==> src/rtl/count_arbiter.sv <==
// count_arbiter: two requesters share one up-counter. The winner's terminal
// count is latched at grant, the counter runs from 0 to that value, and a
// one-cycle done pulse is issued to the owner before returning to idle.
// Dropping the owner's request mid-run abandons the run without a done pulse.
//
// Build option:
//   COUNT_ARB_FIXED_PRIO_EN  defined   -> requester 0 always wins contention
//                            undefined -> round-robin between requesters
module count_arbiter #(
    parameter int CNT_W = 4
) (
    input  logic             clk,
    input  logic             reset,
    input  logic [1:0]       req,
    input  logic [CNT_W-1:0] target0,
    input  logic [CNT_W-1:0] target1,
    output logic [1:0]       grant,
    output logic [1:0]       done,
    output logic             busy,
    output logic [CNT_W-1:0] count,
    output logic             cnt_enable
);

    typedef enum logic [1:0] {
        IDLE  = 2'd0,
        COUNT = 2'd1,
        DONE  = 2'd2
    } state_t;

    localparam logic [CNT_W-1:0] CNT_ZERO = '0;
    localparam logic [CNT_W-1:0] CNT_ONE  = {{(CNT_W-1){1'b0}}, 1'b1};

    state_t           r_state;
    logic [1:0]       r_grant;
    logic [1:0]       r_done;
    logic             r_busy;
    logic [CNT_W-1:0] r_count;
    logic [CNT_W-1:0] r_tgtQ;

    // Index of the requester chosen this cycle (0 or 1); only meaningful
    // while the FSM is idle and at least one request is present.
    logic             w_winner;
    // The current owner still wants the counter.
    logic             w_ownerReq;
    // The counter has reached the latched terminal count.
    logic             w_match;

`ifdef COUNT_ARB_FIXED_PRIO_EN
    // Requester 0 wins whenever it is asking; requester 1 only when alone.
    assign w_winner = ~req[0];
`else
    // Remembers which requester was granted most recently, so that under
    // contention the other one goes next. Starts at 1 so requester 0 wins
    // the first contention after reset.
    logic r_lastServed;

    // Record the winner on every grant taken out of IDLE.
    always_ff @(posedge clk or negedge reset) begin
        if (!reset) begin
            r_lastServed <= 1'b1;
        end else if (r_state == IDLE && req != 2'b00) begin
            r_lastServed <= w_winner;
        end
    end

    assign w_winner = (req == 2'b11) ? ~r_lastServed : ~req[0];
`endif

    assign w_ownerReq = |(req & r_grant);
    assign w_match    = (r_count == r_tgtQ);

    // Main control FSM: arbitration, counting, completion and abort.
    always_ff @(posedge clk or negedge reset) begin
        if (!reset) begin
            r_state <= IDLE;
            r_grant <= 2'b00;
            r_done  <= 2'b00;
            r_busy  <= 1'b0;
            r_count <= CNT_ZERO;
            r_tgtQ  <= CNT_ZERO;
        end else begin
            case (r_state)
                IDLE: begin
                    r_done  <= 2'b00;
                    r_count <= CNT_ZERO;
                    if (req != 2'b00) begin
                        r_state <= COUNT;
                        r_grant <= w_winner ? 2'b10 : 2'b01;
                        r_tgtQ  <= w_winner ? target1 : target0;
                        r_busy  <= 1'b1;
                    end else begin
                        r_grant <= 2'b00;
                        r_busy  <= 1'b0;
                    end
                end
                COUNT: begin
                    if (!w_ownerReq) begin
                        // Owner walked away: abandon quietly.
                        r_state <= IDLE;
                        r_grant <= 2'b00;
                        r_count <= CNT_ZERO;
                        r_busy  <= 1'b0;
                    end else if (w_match) begin
                        r_state <= DONE;
                        r_done  <= r_grant;
                        r_grant <= 2'b00;
                        r_count <= CNT_ZERO;
                    end else begin
                        r_count <= r_count + CNT_ONE;
                    end
                end
                DONE: begin
                    r_state <= IDLE;
                    r_done  <= 2'b00;
                    r_busy  <= 1'b0;
                end
                default: begin
                    r_state <= IDLE;
                    r_grant <= 2'b00;
                    r_done  <= 2'b00;
                    r_busy  <= 1'b0;
                    r_count <= CNT_ZERO;
                end
            endcase
        end
    end

    assign grant      = r_grant;
    assign done       = r_done;
    assign busy       = r_busy;
    assign count      = r_count;
    assign cnt_enable = (r_state == COUNT) && w_ownerReq && !w_match;

    // Ownership is exclusive and never overlaps a completion pulse.
    grant_onehot0 : assert property (@(posedge clk) disable iff (!reset)
        $onehot0(r_grant));
    done_not_with_grant : assert property (@(posedge clk) disable iff (!reset)
        !((|r_done) && (|r_grant)));

endmodule

==> config.mk <==
export PLATFORM = sky130hd
export DESIGN_NAME = count_arbiter
export DESIGN_NICKNAME = d
export VERILOG_FILES = /design/src/rtl/count_arbiter.sv
export SDC_FILE = /design/constraint.sdc
export NUM_CORES = 1
export LEC_CHECK = 0
export BUFFER_PORTS_ARGS = -buffer_cell sky130_fd_sc_hd__buf_2
export CAP_MARGIN = 5
export CORE_MARGIN = 1
export CORE_UTILIZATION = 28
export CTS_BUF_LIST = sky130_fd_sc_hd__clkbuf_8
export DETAILED_ROUTE_END_ITERATION = 7
export HOLD_SLACK_MARGIN = 0.05
export PLACE_DENSITY = 0.49
export SETUP_SLACK_MARGIN = 0.3
export SLEW_MARGIN = 20
export SYNTH_ARGS = -nofsm -noshare
export SYNTH_HDL_FRONTEND = slang
export SYNTH_SLANG_ARGS = --single-unit
==> constraint.sdc <==
create_clock -name clk -period 1.8 [get_ports clk]
set_clock_uncertainty 0.2 [all_clocks]
set_input_delay 0.36 -clock clk [delete_from_list [all_inputs] [get_ports clk]]
set_output_delay 0.36 -clock clk [all_outputs]
set_load 0.02 [all_outputs]
==> metrics.txt, run 1 <==
Post-Route Setup TNS=-0.0342 ns; data arrival time of the worst path=1.27 ns; longest individual stage delay on the worst path=0.42 ns; most common library cell in the layout ignoring fill and taps=buf_2; most frequent cells in the layout=16 x buf_2, 13 x buf_6, 13 x buf_4; root buffer cell=clkbuf_8; leakage dissipation=0.624 nW; overflow left after global routing=0; I/O pins=22; Routed WL=2.06 mm; Setup CP Type=register to output pin; max-cap violation count=0; count of input and output buffers=21; sort of element at the start of the critical path=register; drt drc=0; share of synthesized area occupied by flip-flops and latches=approximately half; Cell Area, Placed=1000 µm²; count of clock tree sinks=16; register bit count reported by yosys=16; Syn Inst Count=76; Required @ worst endpoint=1.24 ns; number of non-filler instances in the completed layout=153; CP Capture Type=output pin; sequence of cells on the critical path=a22oi_2, and2b_4, nand2_4, inv_4, buf_6; outcome=finished with violations; clock latency reported for the late side of the worst-skew pair=about 0.25 ns; largest net degree at the start of global routing=17; routed length per placed instance=13.5 µm; via count of the first global-routing pass=669; final period demand of the worst path=1.83 ns; number of inserted diodes=0; Max Buffers Root-to-Sink=2; number of warnings issued by yosys=0; cell row count=19; count of nets after finishing=136; worst-path cell with the longest stage delay=dfrtp_2; Setup WS pre-CTS=0.0544 ns; Critical Path Fanout Max=2; Final Hold Fails=0; endpoints failing setup=1; overall via count from detail_route=731; starting utilization of the core area=29.3%; Final Slew Violations=0; setup repair after global routing missed its margin=true; Placer Congestion=0.855; worst vdd ir=between 0.0008 and 0.0009 V; syn_nets=89; DPL Wire Length=1.28 mm; detailed-routing iteration count for the pre-antenna-repair pass=4; global-route wire length before repair=2.97 mm; initial antenna violation count=0; Pwr Density=1240 nW/µm²; final design area excluding fillers=1300 µm²; TritonCTS clock tree=built; Tightest Pin Transition=0.408 ns; routed vias/inst=4.78; clock buffers created by TritonCTS=3; Pwr Total=1.62 mW; layout-stage area growth over the synthesis result=62.6%; Achievable Freq=545 MHz; per-instance average area after synthesis=about 11 µm²; worst hold path type=primary input to register; count of unique library cells instantiated by Yosys=30; number of nets with antenna violations after detailed routing=0; Clock Pin Slew Worst Setup and Hold Paths=about 0.070 ns; Final period util=102%; final critical-path setup slack=-0.0342 ns; floorplan die height=55.5 µm; DIE AREA=~3100 µm²; violated checks=setup timing; die width=55.5 µm; total routing usage reported by global routing=12.5%; number of cells in the design after placement=131; Slew headroom=72.8%; fraction of layout cells with a size suffix above 1=58.2%; worst reg-to-reg setup slack=~0.030 ns; DRT iter0 DRCs=14; area of the core=roughly 2700 µm²; H-tree depth=1; cell area after synthesis=802 µm²
-- metal layers --
layer | vias to the layer above | wire length [µm] | global-route usage (%)
met1 | 356 | 931 | 17.4
met4 | 0 | 13 | 2.50
met2 | 21 | 1000 | 18.2
met5 | - | 0 | 0
met3 | 2 | 112 | 5.15
li1 | 352 | - | -
-- kinds of logic (layout without fill, tap and decap cells) --
group | after synthesis | in the layout | share of synthesized area [%]
compound gates | 18 | 18 | 15.3
simple gates | 24 | 24 | 16.5
xor+xnor | 4 | 4 | 4.37
flops | 16 | 16 | 50.1
buf+inv | 6 | 52 | 3.28
fa+ha+maj | 1 | 1 | 1.56
mux | 7 | 7 | 8.89
-- per-stage QoR --
step	util, %	hold WS, ns
floorplan	-	-0.136
detailed placement	36.6	0.103
global placement	36.6	0.0962
CTS	43.5	0.207
finish	47.7	0.211
global route	47.7	0.229
-- state kept, by name, indices dropped and copies added (netlist names) --
signal        cells
r_state           2
r_lastServed      1
r_tgtQ            4
busy              1
grant             2
done              2
count             4
-- what timing repair did --
action,4_1_cts,5_1_grt
gates cloned,0,1
gates resized for setup,18,12
hold endpoints to repair,15,0
buffers inserted,9,7
hold buffers,1,0
pin swaps,5,7
setup endpoints to repair,9,18
-- report_power, final --
group / switching, mW / internal [mW] / total (mW) / leakage [nW]
Clock: 0.121 / 0.151 / 0.272 / 0.0269
Sequential: 0.0978 / 0.475 / 0.573 / 0.193
Combinational: 0.347 / 0.427 / 0.773 / 0.405
Total: 0.566 / 1.05 / 1.62 / 0.624
-- critical path, delay by kind of cell, from the launching register on --
family | cells | cell delay, ns
flops | 1 | 0.42
compound gates | 1 | 0.16
buf+inv | 2 | 0.16
simple gates | 2 | 0.29
-- path summary, 6_finish.rpt --
path                            start            to  depth (start not counted)
max                          grant[0]    cnt_enable                          5
min                        target0[3]     r_tgtQ[3]                          3
max reg2reg                  count[0]       done[0]                          6
min reg2reg                      busy          busy                          1
max in group asynchronous       reset  r_lastServed                          2
min in group asynchronous       reset      grant[1]                          2
-- layout make-up --
class                           count  area (µm²)
Clock inverter                      1        3.75
Inverter                            5        21.3
Timing Repair Buffer               43         334
Multi-Input combinational cell     54         455
Clock buffer                        3        41.3
Fill cell                         266        1430
Sequential cell                    16         409
Tap cell                           31        38.8
-- synthesized netlist by cell type --
library cell  number  area share, %
or2_1              1           0.78
dfrtp_1           15             47
a31oi_1            1           0.78
dfstp_2            1            3.3
buf_2              1           0.62
ha_1               1            1.6
nand2_4            1            1.4
nor3_1             2            1.2
and2b_1            1           0.94
a22oi_2            1            1.6
o22ai_1            1           0.78
mux2_2             1            1.4
a22o_1             1            1.1
o21ai_0            2            1.2
nand3_1            1           0.62
and2b_4            1            1.2
inv_1              4            1.9
mux2i_1            6            7.5
nor2_1             7            3.3
inv_4              1           0.78
nand2_1            8            3.7
a21o_1             1           0.94
a21oi_1            6            3.7
nor2b_4            1            1.7
a211oi_1           1           0.94
xnor2_1            4            4.4
o21a_1             1           0.94
o21ai_2            1            1.1
nand4_2            1            1.6
o2bb2ai_1          2            2.2
Note: power is estimated with default switching activity, not from simulation.
==> run 2, diff against run 1 <==
- CTS_CLUSTER_SIZE: unset -> 14
- clock period: 1.8 -> 1.9 ns (I/O delays scaled with it)
==> metrics.txt, run 2 (same netlist as run 1, synthesis figures left out) <==
outcome=finished, final reports clean; Clock Pin Slew Worst Setup and Hold Paths=approximately 0.060 ns; count of nets after finishing=~130; max-cap violation count=0; routed length per placed instance=13.3 µm; Required @ worst endpoint=1.32 ns; final period demand of the worst path=1.87 ns; DIE AREA=between 3000 and 4000 µm²; most common library cell in the layout ignoring fill and taps=buf_2; clock latency reported for the late side of the worst-skew pair=approximately 0.24 ns; count of input and output buffers=21; area of the core=2730 µm²; via count of the first global-routing pass=706; routed vias/inst=4.86; most frequent cells in the layout=20 x buf_2, 13 x buf_4, 10 x dfrtp_1; leakage dissipation=roughly 0.57 nW; final critical-path setup slack=0.0255 ns; I/O pins=22; Cell Area, Placed=952 µm²; die width=55.5 µm; Max Buffers Root-to-Sink=2; Post-Route Setup TNS=0 ns; global-route wire length before repair=around 3.2 mm; Reg-to-Reg Start=count[2]; total area of sequential cells=408 µm²; Pwr Total=approximately 1.4 mW; drt drc=0; final design area excluding fillers=1170 µm²; Final Slew Violations=0; Setup WS pre-CTS=0.109 ns; layout-stage area growth over the synthesis result=45.9%; count of clock tree sinks=16; Final Hold Fails=0; number of cells in the design after placement=128; Slew headroom=73.7%; fraction of layout cells with a size suffix above 1=between 50% and 60%; overall via count from detail_route=709; worst hold path stage count=3; number of non-filler instances in the completed layout=146; area of the multi-input gates=427 µm²; Pwr Density=1210 nW/µm²; sort of element at the start of the critical path=register; Placer Congestion=0.715; fill cell total of the finished layout=about 270; DRT iter0 DRCs=12; detailed-routing iteration count for the pre-antenna-repair pass=4; endpoints failing setup=0; r2r endpoint=r_state[0]; Achievable Freq=approximately 530 MHz; Routed WL=a little under 2 mm; Tightest Pin Transition=between 0.3 and 0.4 ns; initial antenna violation count=0; Final Hold Slack=between 0.2 and 0.25 ns; largest net degree at the start of global routing=17; overflow left after global routing=0; number of inserted diodes=0; Critical Path Fanout Max=2; destination of the worst hold path=r_tgtQ[1]; H-tree depth=1; number of nets with antenna violations after detailed routing=0; worst reg-to-reg setup slack=0.21 ns; CP Capture Type=output pin; total routing usage reported by global routing=around an eighth; DPL Wire Length=1.24 mm; Worst Hold Launch=target0[1]; number of cells on the worst reg-to-reg path=7; TritonCTS clock tree=built; setup repair after global routing missed its margin=true; starting utilization of the core area=29.3%; root buffer cell=clkbuf_8; worst vdd ir=0.000592 V; post-layout util=around 43%; clock buffers created by TritonCTS=3; Final period util=98.7%; worst hold path type=primary input to register; data arrival time of the worst path=1.29 ns; Setup CP Type=register to output pin; cell row count=19; floorplan die height=55.5 µm; start point of the critical path=count[2]
## run 2: final cells by class
type	count	area share, %
Sequential cell	16	34.9
Clock inverter	1	0.321
Multi-Input combinational cell	54	36.5
Timing Repair Buffer	36	19.7
Tap cell	31	3.32
Inverter	5	1.82
Clock buffer	3	3.53
## run 2: report_power, final
| part | switching [mW] | total (mW) | internal [mW] |
|---|---|---|---|
| Sequential | 0.0856 | 0.534 | 0.449 |
| Combinational | 0.314 | 0.629 | 0.315 |
| Clock | 0.109 | 0.252 | 0.143 |
## run 2: worst max path at each step
stage	end	slack [ns]	depth (start not counted)
finish	cnt_enable	0.03	5
global route	cnt_enable	-0.02	5
CTS	cnt_enable	0.04	5
detailed placement	cnt_enable	0.11	5
global placement	cnt_enable	0.15	6
floorplan	cnt_enable	0.30	4
## run 2: repair_timing
action	CTS	global route
setup buffers	10	3
gates cloned	0	0
setup endpoints to repair	5	8
resized for setup	7	5
hold endpoints to repair	15	0
hold buffers	1	0
pin swaps	5	4
## run 2: worst max-delay path, cell delays in order (launching register included)
cell,delay [ns]
dfrtp_2,0.42
xnor2_2,0.20
nand4_2,0.16
nand2_4,0.11
inv_4,0.04
buf_6,0.12
## run 2: layer usage
layer  share of wire [%]  up-vias  wire length [µm]  GRT usage (%)
li1                    -      341                 -              -
met1                  45      348               881           16.9
met2                  50       20               972           22.5
met3                 4.8        0                94           3.04
met4                   0        0                 0           3.21
met5                   0        -                 0              0
